`src/rtl/contador_pkg.sv`:
```
`default_nettype none
// ============================================================================
// Module   : contador_pkg
// Purpose  : Shared types and constants for the sensor direction decoder that
//            drives the 7-bit up/down counter.
// Contents : estado_t   - decoder FSM states
//            DEFAULT_WIDTH - counter width
//            UP / DOWN  - values of the up_down direction level
// Revision : 1.0 - initial release
// ============================================================================
package contador_pkg;

  localparam int DEFAULT_WIDTH = 7;

  localparam logic UP   = 1'b1;
  localparam logic DOWN = 1'b0;

  // A* states track an outer-to-inner pass, B* the mirror pass.
  typedef enum logic [2:0] {
    IDLE = 3'd0,
    A1   = 3'd1,
    A2   = 3'd2,
    A3   = 3'd3,
    B1   = 3'd4,
    B2   = 3'd5,
    B3   = 3'd6,
    ERR  = 3'd7
  } estado_t;

endpackage : contador_pkg
`default_nettype wire

```
`src/rtl/modulo_sincronizador_sensor.sv`:
```
`default_nettype none
// ============================================================================
// Module   : modulo_sincronizador_sensor
// Purpose  : Brings one asynchronous beam sensor into the clk domain through a
//            2-FF synchroniser and, when SENSOR_DEBOUNCE_EN is defined, a
//            debounce filter that only follows the input after it has been
//            stable for DEBOUNCE_CYCLES consecutive samples.
// Ports    : clk      - clock
//            clr      - synchronous active-high reset
//            sens_in  - raw asynchronous sensor (1 = beam blocked)
//            sens_out - synchronised (and optionally filtered) sensor
// Macro    : SENSOR_DEBOUNCE_EN - compiles in the debounce filter
// Revision : 1.0 - initial release
// ============================================================================
module modulo_sincronizador_sensor #(
  parameter int DEBOUNCE_CYCLES = 4
) (
  input  logic clk,
  input  logic clr,
  input  logic sens_in,
  output logic sens_out
);

  logic sync1_q;
  logic sync2_q;

  always_ff @(posedge clk) begin
    if (clr) begin
      sync1_q <= 1'b0;
      sync2_q <= 1'b0;
    end else begin
      sync1_q <= sens_in;
      sync2_q <= sync1_q;
    end
  end

`ifdef SENSOR_DEBOUNCE_EN
  localparam int CNT_W = (DEBOUNCE_CYCLES > 1) ? $clog2(DEBOUNCE_CYCLES) : 1;
  localparam int LAST_I = (DEBOUNCE_CYCLES > 1) ? (DEBOUNCE_CYCLES - 1) : 0;
  localparam logic [CNT_W-1:0] CNT_LAST = CNT_W'(LAST_I);

  logic             filt_q;
  logic             filt_d;
  logic [CNT_W-1:0] cnt_q;
  logic [CNT_W-1:0] cnt_d;

  // cnt counts how many consecutive samples have disagreed with the current
  // filtered value; the filter flips on the DEBOUNCE_CYCLES-th one.
  always_comb begin
    filt_d = filt_q;
    cnt_d  = cnt_q;
    if (sync2_q == filt_q) begin
      cnt_d = '0;
    end else if (cnt_q >= CNT_LAST) begin
      filt_d = sync2_q;
      cnt_d  = '0;
    end else begin
      cnt_d = cnt_q + CNT_W'(1);
    end
  end

  always_ff @(posedge clk) begin
    if (clr) begin
      filt_q <= 1'b0;
      cnt_q  <= '0;
    end else begin
      filt_q <= filt_d;
      cnt_q  <= cnt_d;
    end
  end

  assign sens_out = filt_q;
`else
  // Debounce length has no effect in this build.
  logic unused_debounce;
  assign unused_debounce = (DEBOUNCE_CYCLES != 0);

  assign sens_out = sync2_q;
`endif

endmodule : modulo_sincronizador_sensor
`default_nettype wire

```
`src/rtl/modulo_decodificador_sentido_sensores.sv`:
```
`default_nettype none
// ============================================================================
// Module   : modulo_decodificador_sentido_sensores
// Purpose  : Direction decoder for a two-beam doorway (A = outer, B = inner).
//            Recognises complete A->B passes (count up) and B->A passes
//            (count down) and issues a one-cycle enable strobe with a matching
//            up_down level to the counter. The counter value q is fed back so
//            no strobe is issued past 2^WIDTH-1 or below 0; such a pass gives
//            a one-cycle sat pulse instead.
// Ports    : clk     - clock
//            clr     - synchronous active-high reset
//            sens_a  - outer sensor, asynchronous, 1 = blocked
//            sens_b  - inner sensor, asynchronous, 1 = blocked
//            q       - current counter value
//            up_down - count direction (1 = up), held between strobes
//            enable  - one-cycle count strobe
//            sat     - one-cycle pulse for a pass suppressed at a bound
//            err     - high while both beams were seen blocked from idle
// Macro    : SENSOR_DEBOUNCE_EN - adds a debounce filter per sensor
// Revision : 1.0 - initial release
// ============================================================================
module modulo_decodificador_sentido_sensores
  import contador_pkg::*;
#(
  parameter int WIDTH           = DEFAULT_WIDTH,
  parameter int DEBOUNCE_CYCLES = 4
) (
  input  logic             clk,
  input  logic             clr,
  input  logic             sens_a,
  input  logic             sens_b,
  input  logic [WIDTH-1:0] q,
  output logic             up_down,
  output logic             enable,
  output logic             sat,
  output logic             err
);

  localparam logic [WIDTH-1:0] Q_MAX = '1;
  localparam logic [WIDTH-1:0] Q_MIN = '0;

  logic a;
  logic b;

  modulo_sincronizador_sensor #(
    .DEBOUNCE_CYCLES (DEBOUNCE_CYCLES)
  ) u_sync_a (
    .clk      (clk),
    .clr      (clr),
    .sens_in  (sens_a),
    .sens_out (a)
  );

  modulo_sincronizador_sensor #(
    .DEBOUNCE_CYCLES (DEBOUNCE_CYCLES)
  ) u_sync_b (
    .clk      (clk),
    .clr      (clr),
    .sens_in  (sens_b),
    .sens_out (b)
  );

  estado_t state_q;
  estado_t state_d;
  logic    ev_up;
  logic    ev_down;

  always_ff @(posedge clk) begin
    if (clr) begin
      state_q <= IDLE;
    end else begin
      state_q <= state_d;
    end
  end

  // Unlisted sensor combinations hold the current state.
  always_comb begin
    state_d = state_q;
    ev_up   = 1'b0;
    ev_down = 1'b0;
    unique case (state_q)
      IDLE: begin
        if (a && !b)      state_d = A1;
        else if (!a && b) state_d = B1;
        else if (a && b)  state_d = ERR;
      end
      A1: begin
        if (a && b)        state_d = A2;
        else if (!a && !b) state_d = IDLE;
      end
      A2: begin
        if (!a && b)      state_d = A3;
        else if (a && !b) state_d = A1;
      end
      A3: begin
        if (!a && !b) begin
          state_d = IDLE;
          ev_up   = 1'b1;
        end else if (a && b) begin
          state_d = A2;
        end
      end
      B1: begin
        if (a && b)        state_d = B2;
        else if (!a && !b) state_d = IDLE;
      end
      B2: begin
        if (a && !b)      state_d = B3;
        else if (!a && b) state_d = B1;
      end
      B3: begin
        if (!a && !b) begin
          state_d = IDLE;
          ev_down = 1'b1;
        end else if (a && b) begin
          state_d = B2;
        end
      end
      ERR: begin
        if (!a && !b) state_d = IDLE;
      end
      default: state_d = IDLE;
    endcase
  end

  logic up_down_q;
  logic up_down_d;
  logic enable_q;
  logic enable_d;
  logic sat_q;
  logic sat_d;

  // Bound check uses q in the cycle the event is decided; up_down and enable
  // are registered together so the direction is valid with the strobe.
  always_comb begin
    up_down_d = up_down_q;
    enable_d  = 1'b0;
    sat_d     = 1'b0;
    if (ev_up) begin
      if (q != Q_MAX) begin
        up_down_d = UP;
        enable_d  = 1'b1;
      end else begin
        sat_d = 1'b1;
      end
    end else if (ev_down) begin
      if (q != Q_MIN) begin
        up_down_d = DOWN;
        enable_d  = 1'b1;
      end else begin
        sat_d = 1'b1;
      end
    end
  end

  always_ff @(posedge clk) begin
    if (clr) begin
      up_down_q <= UP;
      enable_q  <= 1'b0;
      sat_q     <= 1'b0;
    end else begin
      up_down_q <= up_down_d;
      enable_q  <= enable_d;
      sat_q     <= sat_d;
    end
  end

  assign up_down = up_down_q;
  assign enable  = enable_q;
  assign sat     = sat_q;
  assign err     = (state_q == ERR);

endmodule : modulo_decodificador_sentido_sensores
`default_nettype wire
```
`config.mk`:
```
export PLATFORM = sky130hd
export DESIGN_NAME = modulo_decodificador_sentido_sensores
export DESIGN_NICKNAME = d
export VERILOG_FILES = /design/src/rtl/contador_pkg.sv /design/src/rtl/modulo_sincronizador_sensor.sv /design/src/rtl/modulo_decodificador_sentido_sensores.sv
export SDC_FILE = /design/constraint.sdc
export NUM_CORES = 1
export LEC_CHECK = 0
export ABC_AREA = 0
export BUFFER_PORTS_ARGS = -buffer_cell sky130_fd_sc_hd__buf_2
export CAP_MARGIN = 20
export CORE_MARGIN = 3
export CORE_UTILIZATION = 30
export DETAILED_ROUTE_END_ITERATION = 8
export HOLD_SLACK_MARGIN = 0.06
export SLEW_MARGIN = 20
export SYNTH_ARGS = -nofsm -noshare
export SYNTH_HDL_FRONTEND = slang
export SYNTH_HIERARCHICAL = 1
export SYNTH_SLANG_ARGS = --single-unit
```
`constraint.sdc`:
```
create_clock -name clk -period 1.7 [get_ports clk]
set_input_delay 0.34 -clock clk [delete_from_list [all_inputs] [get_ports clk]]
set_output_delay 0.34 -clock clk [all_outputs]
set_load 0.05 [all_outputs]
```
==> results.toml <==
[floorplan]
rows = 16
design.die.area_um2 = 2740
die_x_um = 52.4
start_util_pct = 32.2
pin_count = 15
core-area_um2 = 2000
die_h_um = 52.4

[routing]
drt_iter0_drc = 14
top_layer_used = "met4"
routed_wl_mm = 1.34
wl_met3_um = 78
route.met2.wl_um = 661
vias = 628
drcViolationCount = 0
wl_per_cell_um = 11.3
vias_per_cell = 5.28
firstDrtPassIters = 4
antenna_left = 0
drt-met1-wl_um = 587

[placed_design]
dp_hpwl_mm = 1.06
portBuffers = 14
gp_congestion = 0.798

[pwr]
vdd_drop_max_mv = 0.534
pwr-share-comb_pct = 41.0
p_sw_uw = 358
intPower_uw = 590
clockPowerShare_pct = 21.7
swShare_pct = 37.8
power_frac_seq_pct = 37.3
powerDensity_nw_per_um2 = 1180
p_leak_uw = 0.000322

[grt]
grt_max_degree = 14
grt_pass1_wl_mm = 2.27
grt_pass1_vias = 522
grt_overflow = 0
antenna_found_initial = 0
grt_usage_pct = 10.9

[worst_setup_path]
cp-start-kind = "flip-flop"
crit_fanout = 6
critical_path.cell_chain = "inv_1 -> ha_2 -> or3_1 -> a21oi_1 -> a311oi_1 -> a211oi_1"
worst-setup-path-type = "flip-flop to flip-flop"
crit_family = "compound AO/OA/AOI/OAI gates"
cpPeakStageDelay_ns = 0.36
path_buf_inv = 1
required_ns = 1.87
worstPathArrival_ns = 1.76
slowest_stage = "dfxtp_1"
worstSetupEndpointType = "flip-flop"

[layout]
fin_nets = 109
diodes = 0
fill_cells = 214
syn2layout_area_growth_pct = 24.0
fin_util_pct = 40.0
drive_gt1_share_pct = 29.3

[timing]
setup_violations = 0
slew_violations = 0
rsz0062_at_grt = "no"
fin_setup_tns_ns = 0
fin_crit_ns = 1.59
finalClockSkew_ns = 0.00302
fin_crit_sh_pct = 93.6
max_freq_mhz = 629
max-slew-margin-rel_pct = 76.9
tightest_slew_ns = 0.346
hold_viol_final = 0

[synth]
yosysSeqAreaShare_pct = 31.0
syn-num-nets = 90
yosysMostFrequentCell = "dfxtp_1"
ys_seq_elements = 10
synth_area_per_cell_um2 = 8.72
yosys.cell_types.count = 35
synth_area_um2 = 646
synth_ff_type = "dfxtp_1"
ys_top_cells_by_count = "dfxtp_1, a21oi_1, nor2b_1"
yosys_warnings = 6
synth_edf_count = 0
synth.largest_area_cell = "dfxtp_1"
syn_inst = 74
yosysTopAreaCellShare_pct = 31.0
async_flop_share_pct = 0
ys_top_cells_by_area = "dfxtp_1, ha_1, nor2b_1, a21oi_1, nand3b_1"

[clocking]
cts_buffers = 3
clk_pin_slew_ns = 0.06
clock_path_buffers = 2
h-tree-depth = 1
post_cts.repair.setup_buffers = 0
root_buffer = "clkbuf_4"
postCtsResizedCells = 0
holdBufCountCts = 0
cts_tree = "built"
clkLatencyLatePin_ns = 0.26
cts.sinks = 10

[min_path]
min_path_type = "primary input to flip-flop"

[run]
maxCapViolCount = 0

[outcome]
outcome = "complete, no violations"
## final cells by class
cell class              instances  area [µm²]  area share [%]
clock buffers                   4        36.3            4.53
inverters                       4        15.0            1.88
multi-input cells              57         422            52.7
flip-flops and latches         10         201            25.2
well taps                      27        33.8            4.22
repair buffers                 17        92.6            11.6
## registers in the layout, indices dropped and copies added (netlist names)
| register | flops |
|---|---|
| enable | 1 |
| u_sync_a/sync1_q | 1 |
| up_down | 1 |
| sat | 1 |
| u_sync_a/sens_out | 1 |
| u_sync_b/sens_out | 1 |
| u_sync_b/sync1_q | 1 |
| state_q | 3 |
## worst register-to-register path: stages, from the launching register on
cell	delay (ns)
dfxtp_1	0.36
inv_1	0.09
ha_2	0.33
or3_1	0.31
a21oi_1	0.13
a311oi_1	0.07
a211oi_1	0.22
## path summary, 6_finish.rpt
kind / from / end / slack, ns / cells past startpoint
worst max-delay path: u_sync_a/sens_out$_SDFF_PP0_ / state_q[1]$_SDFFE_PP0P_ / 0.11 / 6
worst min-delay path: sens_a / u_sync_a/sync1_q$_SDFF_PP0_ / 0.29 / 2
worst max register to register: u_sync_a/sens_out$_SDFF_PP0_ / state_q[1]$_SDFFE_PP0P_ / 0.11 / 6
worst min register to register: u_sync_a/sync1_q$_SDFF_PP0_ / u_sync_a/sens_out$_SDFF_PP0_ / 0.44 / 1
## logic make-up after synthesis
family	after synthesis	share of synthesized area (%)
DFF	10	31.0
adders and majority gates	5	9.69
buffers and inverters	7	5.04
and+or+nand+nor	32	32.9
AOI/OAI and AO/OA	19	20.0
xor gates and xnor gates	1	1.36
## power groups by stage
| stage | logic (µW) | clock network, µW | registers [µW] |
|---|---|---|---|
| floorplan | 304 | 0 | 318 |
| global placement | 372 | 0 | 350 |
| detailed placement | 372 | 0 | 352 |
| CTS | 375 | 215 | 347 |
| global route | 436 | 229 | 362 |
| finish | 388 | 206 | 353 |
## cell usage in the layout (no fill, tap or decap), types with 2 or more instances in the layout
cell type | netlist | routed
buf_2 | 2 | 14
a211oi_1 | 2 | 2
a21oi_1 | 6 | 6
nor2_1 | 5 | 5
ha_1 | 5 | 4
nand2_1 | 2 | 2
clkbuf_4 | 0 | 3
nor2b_1 | 6 | 6
nand3b_1 | 3 | 3
buf_4 | 1 | 3
dfxtp_1 | 10 | 9
nand2b_1 | 2 | 2
nand3_1 | 3 | 3
inv_1 | 4 | 4
## metrics by stage
stage          instances  hold slack [ns]  setup WS [ns]  area [µm²]  power, µW
6_report             119            0.291          0.110         801        948
5_1_grt              119            0.302        0.00354         801       1030
4_1_cts              119            0.288         0.0435         791        937
3_5_place_dp         115            0.429         0.0569         754        725
3_3_place_gp         115            0.425          0.100         754        722
2_1_floorplan         74            0.409          0.177         646        623
## routing by layer
layer,vias up,GRT usage (%)
met2,19,15.9
met4,0,7.66
met3,2,1.14
li1,309,-
met1,298,14.8
met5,-,0
Power figures use the tool's default switching activity.
